==> src/rtl/ddr_cmd_scheduler_if.sv <==
// Request-side and DDR3 local-port signals of the command scheduler.
// master = surrounding FIFOs/controller, slave = the scheduler itself.
interface ddr_cmd_scheduler_if #(
   parameter int unsigned ID_WIDTH   = 4,
   parameter int unsigned ADDR_WIDTH = 27
);
   logic                  init_done;
   logic                  wr_req_valid;
   logic                  wr_req_ready;
   logic [ADDR_WIDTH-1:0] wr_req_addr;
   logic [3:0]            wr_req_len;
   logic [ID_WIDTH-1:0]   wr_req_id;
   logic                  rd_req_valid;
   logic                  rd_req_ready;
   logic [ADDR_WIDTH-1:0] rd_req_addr;
   logic [3:0]            rd_req_len;
   logic [ID_WIDTH-1:0]   rd_req_id;
   logic [7:0]            wdata_level;
   logic [3:0]            ddr_cmd;
   logic [ADDR_WIDTH-1:0] ddr_addr;
   logic [4:0]            ddr_burst_cnt;
   logic                  ddr_cmd_valid;
   logic                  ddr_cmd_rdy;
   logic                  ddr_datain_rdy;
   logic                  ddr_read_data_valid;
   logic                  rd_beat_valid;
   logic [ID_WIDTH-1:0]   rd_beat_id;
   logic                  rd_beat_last;
   logic                  busy;
   logic [1:0]            err;

   modport slave (
      input  init_done,
      input  wr_req_valid, wr_req_addr, wr_req_len, wr_req_id,
      output wr_req_ready,
      input  rd_req_valid, rd_req_addr, rd_req_len, rd_req_id,
      output rd_req_ready,
      input  wdata_level,
      output ddr_cmd, ddr_addr, ddr_burst_cnt, ddr_cmd_valid,
      input  ddr_cmd_rdy, ddr_datain_rdy, ddr_read_data_valid,
      output rd_beat_valid, rd_beat_id, rd_beat_last, busy, err
   );

   modport master (
      output init_done,
      output wr_req_valid, wr_req_addr, wr_req_len, wr_req_id,
      input  wr_req_ready,
      output rd_req_valid, rd_req_addr, rd_req_len, rd_req_id,
      input  rd_req_ready,
      output wdata_level,
      input  ddr_cmd, ddr_addr, ddr_burst_cnt, ddr_cmd_valid,
      output ddr_cmd_rdy, ddr_datain_rdy, ddr_read_data_valid,
      input  rd_beat_valid, rd_beat_id, rd_beat_last, busy, err
   );
endinterface

==> src/rtl/ddr_cmd_scheduler.sv <==
// Round-robin read/write command scheduler for the DDR3 local command port,
// with write-data gating and a tag FIFO labelling returned read beats.
module ddr_cmd_scheduler #(
   parameter int unsigned ID_WIDTH        = 4,
   parameter int unsigned ADDR_WIDTH      = 27,
   parameter int unsigned BEATS_PER_BURST = 2,
   parameter int unsigned RD_TAG_DEPTH    = 4
) (
   input logic               sclk,
   input logic               rstn,
   ddr_cmd_scheduler_if.slave bus
);
   localparam int unsigned BCW = $clog2(16 * BEATS_PER_BURST + 1);
   localparam int unsigned PW  = $clog2(RD_TAG_DEPTH);
   localparam int unsigned LW  = (BCW > 8) ? BCW : 8;

   typedef enum logic [1:0] {WAIT_INIT, IDLE, ISSUE, WR_DATA} state_e;

   state_e                state_q, state_d;
   logic                  last_wr_q, last_wr_d;
   logic                  cmd_wr_q, cmd_wr_d;
   logic [ADDR_WIDTH-1:0] addr_q, addr_d;
   logic [ID_WIDTH-1:0]   id_q, id_d;
   logic [3:0]            len_q, len_d;
   logic [BCW-1:0]        wcnt_q, wcnt_d;
   logic [1:0]            err_q;

   logic [ID_WIDTH-1:0]   tag_id_q    [RD_TAG_DEPTH];
   logic [BCW-1:0]        tag_beats_q [RD_TAG_DEPTH];
   logic [PW-1:0]         wptr_q, rptr_q;
   logic [PW:0]           cnt_q;

   logic wr_rdy, rd_rdy, cmd_valid, push, pop;
   logic wr_elig, rd_elig, tag_full, tag_empty, beat_valid;
   logic [BCW-1:0] head_beats;

   function automatic logic [BCW-1:0] beats_of(input logic [3:0] len);
      return BCW'({1'b0, len} + 5'd1) * BCW'(BEATS_PER_BURST);
   endfunction

   assign tag_full   = (cnt_q == (PW+1)'(RD_TAG_DEPTH));
   assign tag_empty  = (cnt_q == '0);
   assign wr_elig    = bus.wr_req_valid &&
                       (LW'(bus.wdata_level) >= LW'(beats_of(bus.wr_req_len)));
   assign rd_elig    = bus.rd_req_valid && !tag_full;
   assign head_beats = tag_beats_q[rptr_q];
   assign beat_valid = bus.ddr_read_data_valid && !tag_empty;
   assign pop        = beat_valid && (head_beats == BCW'(1));

   always_comb begin
      state_d   = state_q;
      last_wr_d = last_wr_q;
      cmd_wr_d  = cmd_wr_q;
      addr_d    = addr_q;
      id_d      = id_q;
      len_d     = len_q;
      wcnt_d    = wcnt_q;
      wr_rdy    = 1'b0;
      rd_rdy    = 1'b0;
      cmd_valid = 1'b0;
      push      = 1'b0;
      case (state_q)
         WAIT_INIT: if (bus.init_done) state_d = IDLE;
         IDLE: begin
            // Read wins when it is alone or when the previous grant was a write.
            if (rd_elig && (!wr_elig || last_wr_q)) begin
               rd_rdy    = 1'b1;
               cmd_wr_d  = 1'b0;
               last_wr_d = 1'b0;
               addr_d    = bus.rd_req_addr;
               id_d      = bus.rd_req_id;
               len_d     = bus.rd_req_len;
               state_d   = ISSUE;
            end else if (wr_elig) begin
               wr_rdy    = 1'b1;
               cmd_wr_d  = 1'b1;
               last_wr_d = 1'b1;
               addr_d    = bus.wr_req_addr;
               id_d      = bus.wr_req_id;
               len_d     = bus.wr_req_len;
               state_d   = ISSUE;
            end
         end
         ISSUE: begin
            cmd_valid = 1'b1;
            if (bus.ddr_cmd_rdy) begin
               if (cmd_wr_q) begin
                  wcnt_d  = beats_of(len_q);
                  state_d = WR_DATA;
               end else begin
                  push    = 1'b1;
                  state_d = IDLE;
               end
            end
         end
         WR_DATA: begin
            if (bus.ddr_datain_rdy) begin
               wcnt_d = wcnt_q - BCW'(1);
               if (wcnt_q == BCW'(1)) state_d = IDLE;
            end
         end
         default: state_d = WAIT_INIT;
      endcase
   end

   always_ff @(posedge sclk) begin
      if (!rstn) begin
         state_q   <= WAIT_INIT;
         last_wr_q <= 1'b1;
         cmd_wr_q  <= 1'b0;
         addr_q    <= '0;
         id_q      <= '0;
         len_q     <= '0;
         wcnt_q    <= '0;
         err_q     <= '0;
         wptr_q    <= '0;
         rptr_q    <= '0;
         cnt_q     <= '0;
      end else begin
         state_q   <= state_d;
         last_wr_q <= last_wr_d;
         cmd_wr_q  <= cmd_wr_d;
         addr_q    <= addr_d;
         id_q      <= id_d;
         len_q     <= len_d;
         wcnt_q    <= wcnt_d;
         err_q     <= err_q | {bus.ddr_read_data_valid && tag_empty,
                               bus.ddr_datain_rdy && (bus.wdata_level == '0)};
         if (push) wptr_q <= wptr_q + PW'(1);
         if (pop)  rptr_q <= rptr_q + PW'(1);
         case ({push, pop})
            2'b10:   cnt_q <= cnt_q + (PW+1)'(1);
            2'b01:   cnt_q <= cnt_q - (PW+1)'(1);
            default: cnt_q <= cnt_q;
         endcase
      end
   end

   // Push never hits the head slot: that would need the FIFO empty (no beat) or full (no read granted).
   always_ff @(posedge sclk) begin
      if (push) begin
         tag_id_q[wptr_q]    <= id_q;
         tag_beats_q[wptr_q] <= beats_of(len_q);
      end
      if (beat_valid) tag_beats_q[rptr_q] <= head_beats - BCW'(1);
   end

   assign bus.wr_req_ready  = wr_rdy;
   assign bus.rd_req_ready  = rd_rdy;
   assign bus.ddr_cmd_valid = cmd_valid;
   assign bus.ddr_cmd       = cmd_valid ? (cmd_wr_q ? 4'b0010 : 4'b0001) : 4'b0000;
   assign bus.ddr_addr      = addr_q;
   assign bus.ddr_burst_cnt = cmd_valid ? ({1'b0, len_q} + 5'd1) : 5'd0;
   assign bus.rd_beat_valid = beat_valid;
   assign bus.rd_beat_id    = beat_valid ? tag_id_q[rptr_q] : '0;
   assign bus.rd_beat_last  = pop;
   assign bus.busy          = ((state_q != IDLE) && (state_q != WAIT_INIT)) || !tag_empty;
   assign bus.err           = err_q;
endmodule
==> src/flat_wrapper.sv <==
// flat-port wrapper written by rule: the top's interface ports become plain ports
module ddr_cmd_scheduler_flat 
#(
   parameter int unsigned ID_WIDTH        = 4,
   parameter int unsigned ADDR_WIDTH      = 27,
   parameter int unsigned BEATS_PER_BURST = 2,
   parameter int unsigned RD_TAG_DEPTH    = 4
)
  (sclk, rstn, bus_init_done, bus_wr_req_valid, bus_wr_req_addr, bus_wr_req_len, bus_wr_req_id, bus_wr_req_ready, bus_rd_req_valid, bus_rd_req_addr, bus_rd_req_len, bus_rd_req_id, bus_rd_req_ready, bus_wdata_level, bus_ddr_cmd, bus_ddr_addr, bus_ddr_burst_cnt, bus_ddr_cmd_valid, bus_ddr_cmd_rdy, bus_ddr_datain_rdy, bus_ddr_read_data_valid, bus_rd_beat_valid, bus_rd_beat_id, bus_rd_beat_last, bus_busy, bus_err);
  ddr_cmd_scheduler_if #(.ID_WIDTH(ID_WIDTH), .ADDR_WIDTH(ADDR_WIDTH)) bus_i ();
  input logic sclk;
  input logic rstn;
  input wire logic [$bits(bus_i.init_done)-1:0] bus_init_done;
  input wire logic [$bits(bus_i.wr_req_valid)-1:0] bus_wr_req_valid;
  input wire logic [$bits(bus_i.wr_req_addr)-1:0] bus_wr_req_addr;
  input wire logic [$bits(bus_i.wr_req_len)-1:0] bus_wr_req_len;
  input wire logic [$bits(bus_i.wr_req_id)-1:0] bus_wr_req_id;
  output wire logic [$bits(bus_i.wr_req_ready)-1:0] bus_wr_req_ready;
  input wire logic [$bits(bus_i.rd_req_valid)-1:0] bus_rd_req_valid;
  input wire logic [$bits(bus_i.rd_req_addr)-1:0] bus_rd_req_addr;
  input wire logic [$bits(bus_i.rd_req_len)-1:0] bus_rd_req_len;
  input wire logic [$bits(bus_i.rd_req_id)-1:0] bus_rd_req_id;
  output wire logic [$bits(bus_i.rd_req_ready)-1:0] bus_rd_req_ready;
  input wire logic [$bits(bus_i.wdata_level)-1:0] bus_wdata_level;
  output wire logic [$bits(bus_i.ddr_cmd)-1:0] bus_ddr_cmd;
  output wire logic [$bits(bus_i.ddr_addr)-1:0] bus_ddr_addr;
  output wire logic [$bits(bus_i.ddr_burst_cnt)-1:0] bus_ddr_burst_cnt;
  output wire logic [$bits(bus_i.ddr_cmd_valid)-1:0] bus_ddr_cmd_valid;
  input wire logic [$bits(bus_i.ddr_cmd_rdy)-1:0] bus_ddr_cmd_rdy;
  input wire logic [$bits(bus_i.ddr_datain_rdy)-1:0] bus_ddr_datain_rdy;
  input wire logic [$bits(bus_i.ddr_read_data_valid)-1:0] bus_ddr_read_data_valid;
  output wire logic [$bits(bus_i.rd_beat_valid)-1:0] bus_rd_beat_valid;
  output wire logic [$bits(bus_i.rd_beat_id)-1:0] bus_rd_beat_id;
  output wire logic [$bits(bus_i.rd_beat_last)-1:0] bus_rd_beat_last;
  output wire logic [$bits(bus_i.busy)-1:0] bus_busy;
  output wire logic [$bits(bus_i.err)-1:0] bus_err;
  assign bus_i.init_done = bus_init_done;
  assign bus_i.wr_req_valid = bus_wr_req_valid;
  assign bus_i.wr_req_addr = bus_wr_req_addr;
  assign bus_i.wr_req_len = bus_wr_req_len;
  assign bus_i.wr_req_id = bus_wr_req_id;
  assign bus_wr_req_ready = bus_i.wr_req_ready;
  assign bus_i.rd_req_valid = bus_rd_req_valid;
  assign bus_i.rd_req_addr = bus_rd_req_addr;
  assign bus_i.rd_req_len = bus_rd_req_len;
  assign bus_i.rd_req_id = bus_rd_req_id;
  assign bus_rd_req_ready = bus_i.rd_req_ready;
  assign bus_i.wdata_level = bus_wdata_level;
  assign bus_ddr_cmd = bus_i.ddr_cmd;
  assign bus_ddr_addr = bus_i.ddr_addr;
  assign bus_ddr_burst_cnt = bus_i.ddr_burst_cnt;
  assign bus_ddr_cmd_valid = bus_i.ddr_cmd_valid;
  assign bus_i.ddr_cmd_rdy = bus_ddr_cmd_rdy;
  assign bus_i.ddr_datain_rdy = bus_ddr_datain_rdy;
  assign bus_i.ddr_read_data_valid = bus_ddr_read_data_valid;
  assign bus_rd_beat_valid = bus_i.rd_beat_valid;
  assign bus_rd_beat_id = bus_i.rd_beat_id;
  assign bus_rd_beat_last = bus_i.rd_beat_last;
  assign bus_busy = bus_i.busy;
  assign bus_err = bus_i.err;
  ddr_cmd_scheduler #(.ID_WIDTH(ID_WIDTH), .ADDR_WIDTH(ADDR_WIDTH), .BEATS_PER_BURST(BEATS_PER_BURST), .RD_TAG_DEPTH(RD_TAG_DEPTH)) u_core (.sclk(sclk), .rstn(rstn), .bus(bus_i));
endmodule
==> config.mk <==
export PLATFORM = sky130hd
export DESIGN_NAME = ddr_cmd_scheduler_flat
export DESIGN_NICKNAME = d
export VERILOG_FILES = /design/src/rtl/ddr_cmd_scheduler_if.sv /design/src/rtl/ddr_cmd_scheduler.sv /design/src/flat_wrapper.sv
export SDC_FILE = /design/constraint.sdc
export NUM_CORES = 1
export LEC_CHECK = 0
export CELL_PAD_IN_SITES_DETAIL_PLACEMENT = 1
export CELL_PAD_IN_SITES_GLOBAL_PLACEMENT = 2
export CORE_ASPECT_RATIO = 2
export CORE_MARGIN = 1
export CORE_UTILIZATION = 29
export CTS_CLUSTER_SIZE = 12
export DETAILED_ROUTE_END_ITERATION = 10
export PLACE_DENSITY_LB_ADDON = 0.1
export SLEW_MARGIN = 20
export SYNTH_ARGS = -nofsm -noshare
export SYNTH_HDL_FRONTEND = slang
export SYNTH_SLANG_ARGS = --single-unit
==> constraint.sdc <==
create_clock -name sclk -period 3.55 [get_ports sclk]
set_input_delay 0.8875 -clock sclk [delete_from_list [all_inputs] [get_ports sclk]]
set_output_delay 0.8875 -clock sclk [all_outputs]
set_load 0.02 [all_outputs]
* Yosys cells after proc, flatten, opt, wreduce, memory -nomap -nowiden
Memory sizes are Yosys's and may differ from the RTL's. A register that Yosys moved wholly into a read port is not among the register bits.
Cells that the tools add are included.
** Operators by class
- Add/sub/neg operators :: 9
- Multipliers :: 0
- Div/mod/pow operators :: 0
- Magnitude comparators :: 1
- Eq/ne operators :: 15
- Shifts and indexed selects :: 0
- Muxes and demuxes :: 42
- Bitwise logic cells :: 1
- Reduce and logical (&&, ||, !) cells :: 23
** Operators by type and width (number)
- 2-to-1 mux 27 bit :: 2
- 2-to-1 mux 2 bit :: 12
- 2-to-1 mux 4 bit :: 6
- 2-to-1 mux 6 bit :: 3
- adder 4 x 1 -> 5 bit (second input constant) :: 3
- 2-to-1 mux 1 bit :: 15
- == test 6 x 1 -> 1 bit (second input constant) :: 2
- case mux 6 bit (2 select lines) :: 1
- subtractor 6 x 1 -> 6 bit (second input constant) :: 2
- greater-or-equal comparator 8 x 6 -> 1 bit :: 1
- logical AND 1 bit :: 8
- logical NOT 8 bit :: 1
- case mux 2 bit (4 select lines) :: 1
- nonzero test 2 bit :: 4
- == test 2 bit (second input constant) :: 3
- != test 2 x 1 -> 1 bit (second input constant) :: 3
- != test 2 bit (second input constant) :: 3
- case mux 3 bit (2 select lines) :: 1
- 2-to-1 mux 5 bit :: 1
- AND reduction 5 bit :: 1
- adder 2 x 1 -> 2 bit (second input constant) :: 2
- == test 2 x 1 -> 1 bit (second input constant) :: 2
- AND reduction 4 bit :: 1
- adder 3 x 1 -> 3 bit (second input constant) :: 1
- 9 further kinds :: 12
** Storage, ports and cells
- Register bits after elaboration :: 54
- Latch bits :: 0
- Memory bits (writable) :: 40
- ROM bits :: 0
- Input port bits :: 86
- Output and inout port bits :: 48
- Word-level logic and storage cells :: 104
- Memories :: 2
** Memory list
- u_core.tag_beats_q :: depth 4, bits a word 6, read ports 1, clocked after memory_dff 1, wr ports 2, line ddr_cmd_scheduler.sv:29 : logic [BCW-1:0] tag_beats_q [RD_TAG_DEPTH];
- u_core.tag_id_q :: depth 4, bits a word 4, read ports 1, clocked after memory_dff 1, wr ports 1, line ddr_cmd_scheduler.sv:28 : logic [ID_WIDTH-1:0] tag_id_q [RD_TAG_DEPTH];

* Depth between registers and ports, before layout
Gate-level depths: netlist (run 1).
- Word-level depth :: 8
- Gate-level depth with buffers :: 12
- Mapped depth without buffers :: 11

* Least setup slack after synthesis (run 1)
Ideal clock, no wire load.
- Kind :: input-to-output
- Start :: input port bus_wr_req_len[0]
- End :: output port bus_rd_req_ready
- Arrival :: 2.904 ns
- Data required time :: 2.663 ns
- Path slack :: -0.241 ns
- Cell stages on the path :: 7
- Path buffers :: 1
- Cells stage by stage :: ha_1 > nand3_1 > ha_1 > a2111o_1 > o31a_2 > clkbuf_1 > nor3_1
** Between the ends
- Word-level cells in the longest chain between the ends :: 8
** RTL lines
- start: declaration :: line flat_wrapper.sv:16 : input wire logic [$bits(bus_i.wr_req_len)-1:0] bus_wr_req_len;
- adder 4 x 1 -> 5 bit :: line ddr_cmd_scheduler.sv:38 : return BCW'({1'b0, len} + 5'd1) * BCW'(BEATS_PER_BURST);
- greater-or-equal comparator 8 x 6 -> 1 bit :: line ddr_cmd_scheduler.sv:44 : (LW'(bus.wdata_level) >= LW'(beats_of(bus.wr_req_len)));
- logical AND 1 bit :: line ddr_cmd_scheduler.sv:43 : assign wr_elig = bus.wr_req_valid &&
- logical NOT 1 bit :: line ddr_cmd_scheduler.sv:66 : if (rd_elig && (!wr_elig || last_wr_q)) begin
- logical OR 1 bit :: line ddr_cmd_scheduler.sv:66
- logical AND 1 bit :: line ddr_cmd_scheduler.sv:66
- 2-to-1 mux 1 bit :: line ddr_cmd_scheduler.sv:66
- 2-to-1 mux 1 bit :: line ddr_cmd_scheduler.sv:62 : case (state_q)
- end: declaration :: line flat_wrapper.sv:23 : output wire logic [$bits(bus_i.rd_req_ready)-1:0] bus_rd_req_ready;
No other way between the ends.

* Final worst setup path (run 1)
Ends and elaborated chain as after synthesis.

==> results of run 1 <==
-- worst max-delay path, cell delays in order --
cell and delay [ns]:
buf_8 0.08, buf_6 0.09, nand3_4 0.06, xor2_2 0.17
ha_4 0.17, a2111o_1 0.50, o31a_4 0.38, nor3_4 0.20
buf_6 0.15
-- what timing repair did --
action                     in CTS  in global routing
hold endpoints to repair        0                  0
buffers inserted                3                  1
setup endpoints to repair       3                  3
gates resized for setup        46                 10
pin swaps                       9                  7
-- stage by stage --
stage | hold WS, ns | power, mW | setup slack [ns] | instances
after global routing | 0.5445 | 3.585 | -0.09848 | 869
final | 0.4992 | 3.418 | -0.03948 | 869
after CTS | 0.5064 | 3.463 | -0.05009 | 868
after floorplan | 0.4549 | 1.866 | 0.01610 | 515
after global placement | 0.4558 | 2.327 | -0.9876 | 849
after detailed placement | 0.4885 | 2.351 | -1.094 | 849
-- power by group through the flow --
stage	Clock, mW	Combinational, mW	Sequential (mW)
2_1_floorplan	0	0.412	1.45
3_3_place_gp	0	0.930	1.40
3_5_place_dp	0	0.951	1.40
4_1_cts	1.12	0.968	1.38
5_1_grt	1.14	1.05	1.39
6_report	1.08	0.961	1.37
-- metal layers --
layer  GRT usage [%]  vias up
met2           38.71      119
li1                -     2158
met4           10.49        0
met3           4.024       29
met1           19.53     2167
met5               0        -
-- cells by family (layout without fill, tap and decap cells) --
| group | Yosys count | after routing | synth area share, % |
|---|---|---|---|
| adders and majority gates | 26 | 26 | 6.712 |
| buffers and inverters | 64 | 211 | 5.450 |
| and+or+nand+nor | 131 | 131 | 12.67 |
| other | 1 | 2 | 0.07563 |
| xor gates and xnor gates | 12 | 12 | 2.120 |
| AOI/OAI and AO/OA | 161 | 161 | 18.98 |
| muxes | 23 | 23 | 7.166 |
| DFF | 96 | 96 | 46.83 |
-- cells in the mapped netlist, drive strengths merged (2+ instances only) --
cell type / count
o21ai: 86
dfxtp: 56
a31oi: 41
nand3: 41
edfxtp: 40
nand2: 34
inv: 28
clkbuf: 27
ha: 25
nor2: 24
a21oi: 15
mux2i: 13
and2: 10
mux4: 10
buf: 9
xor2: 7
nand2b: 6
nor3: 5
xnor2: 5
nor2b: 3
a211oi: 2
a21o: 2
a22oi: 2
and3: 2
nand4: 2
o31ai: 2
-- flip-flops by register name (all words and copies together), names as in the netlist, named ones only --
signal               count
u_core.bus.err           2
u_core.rptr_q            2
u_core.cmd_wr_q          1
u_core.state_q           2
u_core.cnt_q             3
u_core.len_q             4
u_core.tag_id_q         16
u_core.id_q              4
u_core.last_wr_q         1
u_core.bus.ddr_addr     27
u_core.tag_beats_q      24
u_core.wptr_q            2
u_core.wcnt_q            6
-- area by class of cell --
class / count / share of cell area [%]
well taps: 207 / 3.625
repair buffers: 167 / 22.56
multi-input cells: 355 / 35.27
inverters: 28 / 1.471
clock inverters: 5 / 1.103
clock buffers: 11 / 3.398
flip-flops and latches: 96 / 32.57
-- placed cells by master (no fill, tap or decap), types with 9 or more instances in the layout --
cell type,netlist,routed
o21ai_0,76,76
and2_1,10,10
edfxtp_1,40,40
clkdlybuf4s50_1,0,122
nand3_1,41,39
ha_1,25,21
mux2i_1,13,13
o21ai_1,10,10
buf_4,5,34
nor2_1,24,24
nand2_1,34,34
dfxtp_1,56,54
mux4_2,10,10
a21oi_1,15,14
clkbuf_16,0,9
a31oi_1,41,41
inv_1,28,27
-- path summary, 6_finish.rpt --
path                      from                end  slack, ns  cells past startpoint
max          bus_wr_req_len[0]   bus_rd_req_ready      -0.04                      9
min          u_core.bus.err[1]  u_core.bus.err[1]       0.50                      2
max reg2reg          flip-flop    u_core.cnt_q[2]       0.66                     12
min reg2reg  u_core.bus.err[1]  u_core.bus.err[1]       0.50                      2
==> results.md, run 1 <==
- Status: finished with violations
- Violated checks: negative setup slack
- Post-synth EDFFs: 40
- Vias post-DR: around 4500
- 1st-iter DRT viols: 110
- Total Nets Final: about 770
- Cell Int Power: roughly 2.4 mW
- Total wire length: between 15000 and 20000 um
- Sw Ratio: between 30% and 40%
- Crit end category: output pin
- Post-Syn Area: 4959 um2
- Final hold violations: 0
- Synth warnings: 0
- Highest Signal Layer: met4
- Register area share after synthesis: 46.83%
- CTS Buf Count: 9
- Asr flop ratio synth: 0%
- Area Growth Syn to Fin: 44.08%
- Final clock skew: approximately 0.0053 ns
- Placed Area: 6685 um2
- Final Cycle Share: 101.1%
- Final Wtd Congestion: about 0.8
- Final Util: 42.61%
- Clock share of power: a little under a third
- Lkg Pwr: roughly 2.7 nW
- Core Region: about 17000 um2
- Ports: 134
- Chip width: 94.46 um
- Global route overflow: 0
- Post-DP HPWL: 13130 um
- Sequential cell area: roughly 2300 um2
- TNS Setup: -0.03948 ns
- CTS H-Tree Depth: 3
- Rows: 67
- Worst-margin pin slew: roughly 0.65 ns
- Area contributors post-synth: edfxtp_1 (24%), dfxtp_1 (23%), o21ai_0 (7.7%)
- Worst-Skew Late Latency: between 0.3 and 0.4 ns
- Pin count of the biggest net entering global routing: 47
- Yosys top cell by area: edfxtp_1
- RSZ-0062 raised after global routing: true
- Largest fanout on the critical path: 3
- Initial antenna violation count: 0
- Hold Path Class: reg -> reg
- Maximum VDD drop: roughly 280 uV
- Post-synth top flop: dfxtp_1
- Pwr Density: around 480 nW/um2
- Drt drc: 0
- Seq pwr share: roughly two fifths
- Met2 wire length: 9806 um
- Syn_area_per_cell: roughly 9.6 um2
- Design area: roughly 7000 um2
- Initial core utilization: 29.57%
- Routed wire length on met3: between 700 and 800 um
- CTS Hold Bufs: 0
- Metal-1 WL: 5888 um
- Final-layout fill cell count: ~1900
- Die area: approximately 18000 um2
- Setup WS post-layout: -0.03948 ns
- Arrival @ worst endpoint: 2.70 ns
- Layout cell share with drive strength beyond 1: 12.99%
- Max-slew violations: 0
- Clock transition at path regs: around 0.070 ns
- Area taken by multi-input logic gates: 2520 um2
- WL/cell: 19.76 um
- Fmax achieved: around 280 MHz
- Max clock buf depth: 2
- Vias in the first global route: slightly below 5000
- Logic pwr share: approximately 28%
- Sink Count: between 90 and 100
- Max-cap violations: 0
- Worst Path Required: approximately 2.7 ns
- Critical Setup Path Class: in -> out
- #FFs+latches synth: 96
- # setup viols final: 1
- Routed vias/inst: 5.147
- IO Port Bufs: 131
- First-pass GRT wire length: around 27000 um
- Count of cell types in the netlist: 50
- Psw: approximately 1.0 mW
- Root Buffer: clkbuf_16
- Slew headroom: a little under three fifths
- Post-Synthesis Cells: around 510
- Critical Path Start Type: input pin
- Synth top area share: about a quarter
- Ant. Diodes: 0
- Overall routing resource usage: about a fifth
- Post-DRT Antenna Nets: 0
- Die Ht: between 150 and 200 um
- DRT Pass-1 Iters: 4
- CTS tree: done
- Fin crit period: around 3.6 ns
(Power assumes the default switching activity.)
==> inputs of run 2 (changes only) <==
--- a/config.mk
+++ b/config.mk
@@ -5,11 +5,12 @@
 export SDC_FILE = /design/constraint.sdc
 export NUM_CORES = 1
 export LEC_CHECK = 0
+export ABC_AREA = 1
 export CELL_PAD_IN_SITES_DETAIL_PLACEMENT = 1
 export CELL_PAD_IN_SITES_GLOBAL_PLACEMENT = 2
 export CORE_ASPECT_RATIO = 2
 export CORE_MARGIN = 1
-export CORE_UTILIZATION = 29
+export CORE_UTILIZATION = 28
 export CTS_CLUSTER_SIZE = 12
 export DETAILED_ROUTE_END_ITERATION = 10
 export PLACE_DENSITY_LB_ADDON = 0.1
==> run 2 against run 1 <==
Against the previous run: the run now ends clean; highest routed layer unchanged; clock skew is 0.0011 ns higher; largest power group is now combinational logic; cell count is 29% higher; register-to-register slack better by 0.15 ns; count of clock-buffer cells in the layout is 1 lower; power is 23% higher; routed wire length is 0.83% lower; final area is 3.7% higher; worst setup slack better by 0.17 ns; non-clock buffer count is 2 lower; core utilization is 3.1 points lower; die area is 12% higher.
==> results.md, run 2 <==
- Status: finished clean (was finished with violations)
- Area contributors post-synth: edfxtp_1 (22%), dfxtp_1 (21%), nand2_1 (10%) (was edfxtp_1 (24%), dfxtp_1 (23%), o21ai_0 (7.7%))
- Post-synth top flop: dfxtp_1 (unchanged)
- Post-Syn Area: 5349 um2 (was 4959 um2)
- Non-filler cells, final: 1117 (was 869)
- WL/cell: 15.25 um (was 19.76 um)
- Rows: 71 (was 67)
- CTS tree: done (unchanged)
- 1st-iter DRT viols: 102 (was 110)
- Count of cell types in the netlist: 40 (was 50)
- Post-DRT Antenna Nets: 0 (unchanged)
- Critical Setup Path Class: in -> out (unchanged)
- Vias post-DR: 5091 (was 4473)
- Synth warnings: 0 (unchanged)
- Critical Path Start Type: input pin (unchanged)
- Largest fanout on the critical path: 4 (was 3)
- Max reg flops: 27 (unchanged)
- CTS Hold Bufs: 0 (unchanged)
- Max-slew violations: 0 (unchanged)
- Fin crit period: 3.416 ns (was 3.589 ns)
- Final Util: 39.51% (was 42.61%)
- Max-cap violations: 0 (unchanged)
- Final Cycle Share: 96.22% (was 101.1%)
- DRT Pass-1 Iters: 4 (unchanged)
- Total wire length: 17030 um (was 17170 um)
- Lkg Pwr: 3.194 nW (was 2.663 nW)
- Worst Path Required: 2.66 ns (about the same)
- Global route overflow: 0 (unchanged)
- Logic pwr share: 39.4% (was 28.1%)
- Post-synth EDFFs: 40 (unchanged)
- Area Growth Syn to Fin: 38.46% (was 44.08%)
- Most common cell after layout, fill and taps aside: nand2_1 (was clkdlybuf4s50_1)
- Initial core utilization: 28.54% (was 29.57%)
- Die Ht: 197.5 um (was 186.9 um)
- Post-DP HPWL: 13800 um (was 13130 um)
- Hold_sp: u_core.bus.err[1] (unchanged)
- Most frequent cell after synthesis: nand2_1 (was o21ai_0)
- Arrival @ worst endpoint: 2.53 ns (was 2.70 ns)
- Path depth of the worst reg2reg path: 12 (unchanged)
- Final Wtd Congestion: 0.7810 (was 0.7921)
- Synth top area share: 22.46% (was 24.22%)
- Sw Ratio: 36.43% (was 30.66%)
- Final clock skew: 0.006483 ns (was 0.005345 ns)
- Sink Count: 96 (unchanged)
- Register area share after synthesis: 43.42% (was 46.83%)
- Final hold violations: 0 (unchanged)
- Core Region: 18740 um2 (was 16770 um2)
- Final-layout fill cell count: 2289 (was 1875)
- Endpoint, Worst Hold: u_core.bus.err[1] (unchanged)
- Syn_area_per_cell: 7.555 um2 (was 9.647 um2)
- Seq pwr share: 35.4% (was 40.2%)
- Final Power: 4.191 mW (was 3.418 mW)
- TNS Setup: 0 ns (was -0.03948 ns)
- Ant. Diodes: 0 (unchanged)
- Drt drc: 0 (unchanged)
- # setup viols final: 0 (was 1)
- Pwr Density: 566.0 nW/um2 (was 478.4 nW/um2)
- Commonest cells after routing, fill and taps aside: nand2_1 (142), clkdlybuf4s50_1 (122), inv_1 (119), nand3_1 (100), a21oi_1 (62) (was clkdlybuf4s50_1 (122), o21ai_0 (76), dfxtp_1 (54), a31oi_1 (41), edfxtp_1 (40))
- CTS Buf Count: 9 (unchanged)
- Reg2reg start: u_core.state_q[0]
- Critical path, cell by cell: clkdlybuf4s50_1 -> inv_1 -> nor2_4 -> inv_1 -> a21oi_1 -> clkdlybuf4s50_1 (was buf_8 -> buf_6 -> nand3_4 -> xor2_2 -> ha_4 -> a2111o_1 -> o31a_4 -> nor3_4 -> buf_6)
- First-pass GRT wire length: 27210 um (was 26720 um)
- Maximum VDD drop: 256.9 uV (was 277.6 uV)
- Sequential cell area: 2322 um2 (was 2327 um2)
- IO Port Bufs: 131 (unchanged)
- Worst reg2reg endpoint: u_core.cnt_q[2] (unchanged)
- Slowest stage cell on the critical path: clkdlybuf4s50_1 (was a2111o_1)
- Total Nets Final: 969 (was 769)
- Crit end category: output pin (unchanged)
- #FFs+latches synth: 96 (unchanged)
- Initial antenna violation count: 0 (unchanged)
- Cell Int Power: 2.664 mW (was 2.370 mW)
- Fmax achieved: 292.7 MHz (was 278.6 MHz)
- CTS H-Tree Depth: 3 (unchanged)
- R2R Setup Slk: 0.81 ns (was 0.66 ns)
- Layout cell share with drive strength beyond 1: 8.817% (was 12.99%)
- Worst hold margin: 0.4553 ns (was 0.4992 ns)
- Max clock buf depth: 2 (unchanged)
- Overall routing resource usage: 18.18% (was 20.25%)
- Post-placement cell count: 1097 (was 849)
- Chip width: 99.73 um (was 94.46 um)
- Area taken by multi-input logic gates: 2405 um2 (was 2520 um2)
- Clock transition at path regs: 0.07 ns (about the same)
- Hold depth: 2 (unchanged)
- Root Buffer: clkbuf_16 (unchanged)
- Hold Path Class: reg -> reg (unchanged)
- Slew headroom: 64.01% (was 55.56%)
- Psw: 1.527 mW (was 1.048 mW)
- Worst-margin pin slew: 0.5399 ns (was 0.6498 ns)
- Vias in the first global route: 5463 (was 4896)
- Most instantiated cells after synthesis: nand2_1 (143), inv_1 (120), nand3_1 (100) (was o21ai_0 (76), dfxtp_1 (56), a31oi_1 (41), nand3_1 (41), edfxtp_1 (40))
- CP peak stage delay: 0.63 ns (was 0.50 ns)
- Pin count of the biggest net entering global routing: 44 (was 47)
- Clock share of power: 25.2% (was 31.7%)
- Routed vias/inst: 4.558 (was 5.147)
- Asr flop ratio synth: 0% (unchanged)
- Ports: 134 (unchanged)
- Yosys top cell by area: edfxtp_1 (unchanged)
- Post-Synthesis Cells: 708 (was 514)
- RSZ-0062 raised after global routing: false (was true)
- Die area: 19690 um2 (was 17660 um2)
- Worst-Skew Late Latency: 0.35 ns (was 0.36 ns)
[run 2: cell types whose count changed after synthesis, sizes merged, moves of 12 or more]
| cell | delta |
|---|---|
| nand2 | +112 |
| inv | +95 |
| nand3 | +62 |
| a21oi | +48 |
| a31oi | -40 |
| o21ai | -36 |
| nor2 | +27 |
| clkbuf | -20 |
| mux2i | -13 |
| buf | +12 |
[run 2: how the worst max path moves through the flow]
stage	cells after the start	slack, ns	end	startpoint
6_report	6	0.13	bus_rd_beat_id[2]	bus_ddr_read_data_valid
5_1_grt	13	0.02	bus_wr_req_ready	bus_wr_req_len[2]
4_1_cts	13	0.005	bus_wr_req_ready	bus_wr_req_len[0]
3_5_place_dp	13	-0.74	bus_wr_req_ready	bus_wr_req_len[0]
3_3_place_gp	13	-0.67	bus_wr_req_ready	bus_wr_req_len[0]
2_1_floorplan	11	0.18	bus_rd_req_ready	bus_wr_req_len[0]
[run 2: power groups by stage]
| stage | registers [mW] | clock network, mW | logic, mW |
|---|---|---|---|
| 2_1_floorplan | 1.60 | 0 | 0.878 |
| 3_3_place_gp | 1.50 | 0 | 1.64 |
| 3_5_place_dp | 1.51 | 0 | 1.67 |
| 4_1_cts | 1.49 | 1.09 | 1.68 |
| 5_1_grt | 1.51 | 1.13 | 1.85 |
| 6_report | 1.48 | 1.06 | 1.65 |
[run 2: cell families (layout without fill, tap and decap cells)]
| kind of cell | count (synthesis) | in the layout | share of synthesized area [%] |
|---|---|---|---|
| compound gates | 121 | 121 | 12.09 |
| fa+ha+maj | 26 | 26 | 6.222 |
| flops | 96 | 96 | 43.42 |
| xor+xnor | 7 | 7 | 1.146 |
| simple gates | 304 | 304 | 25.03 |
| buf+inv | 153 | 306 | 12.02 |
| other cells | 1 | 2 | 0.07011 |
[run 2: metal layers]
layer	track usage, %	vias up	routed length, um
met1	16.00	2396	5740
met2	38.37	95	10280
li1	-	2581	-
met3	3.468	19	676
met5	0	-	0
met4	6.863	0	333
[run 2: final cells by class]
cell class	instances	area share (%)
timing repair buffer	165	21.17
inverter	125	6.336
tap	255	4.308
sequential	96	31.36
clock buffer	10	3.092
clock inverter	6	1.267
multi-input combinational	460	32.47
[run 2: what timing repair did]
item | in CTS | in global routing
pin swaps | 8 | 9
gates resized for setup | 19 | 9
setup buffers | 2 | 2
setup endpoints to repair | 2 | 2
[run 2: metrics by stage]
step / worst slack, ns / cell area, um2
2_1_floorplan: 0.1770 / 5353
3_3_place_gp: -0.6677 / 7042
3_5_place_dp: -0.7371 / 7042
4_1_cts: 0.005010 / 7382
5_1_grt: 0.01559 / 7406
6_report: 0.1341 / 7406
[run 2: worst max-delay path: cells and delay by family]
| kind | cells | cell delay (ns) |
|---|---|---|
| AO/OA/AOI/OAI | 1 | 0.16 |
| buffers and inverters | 4 | 1.30 |
| AND/OR/NAND/NOR | 1 | 0.18 |
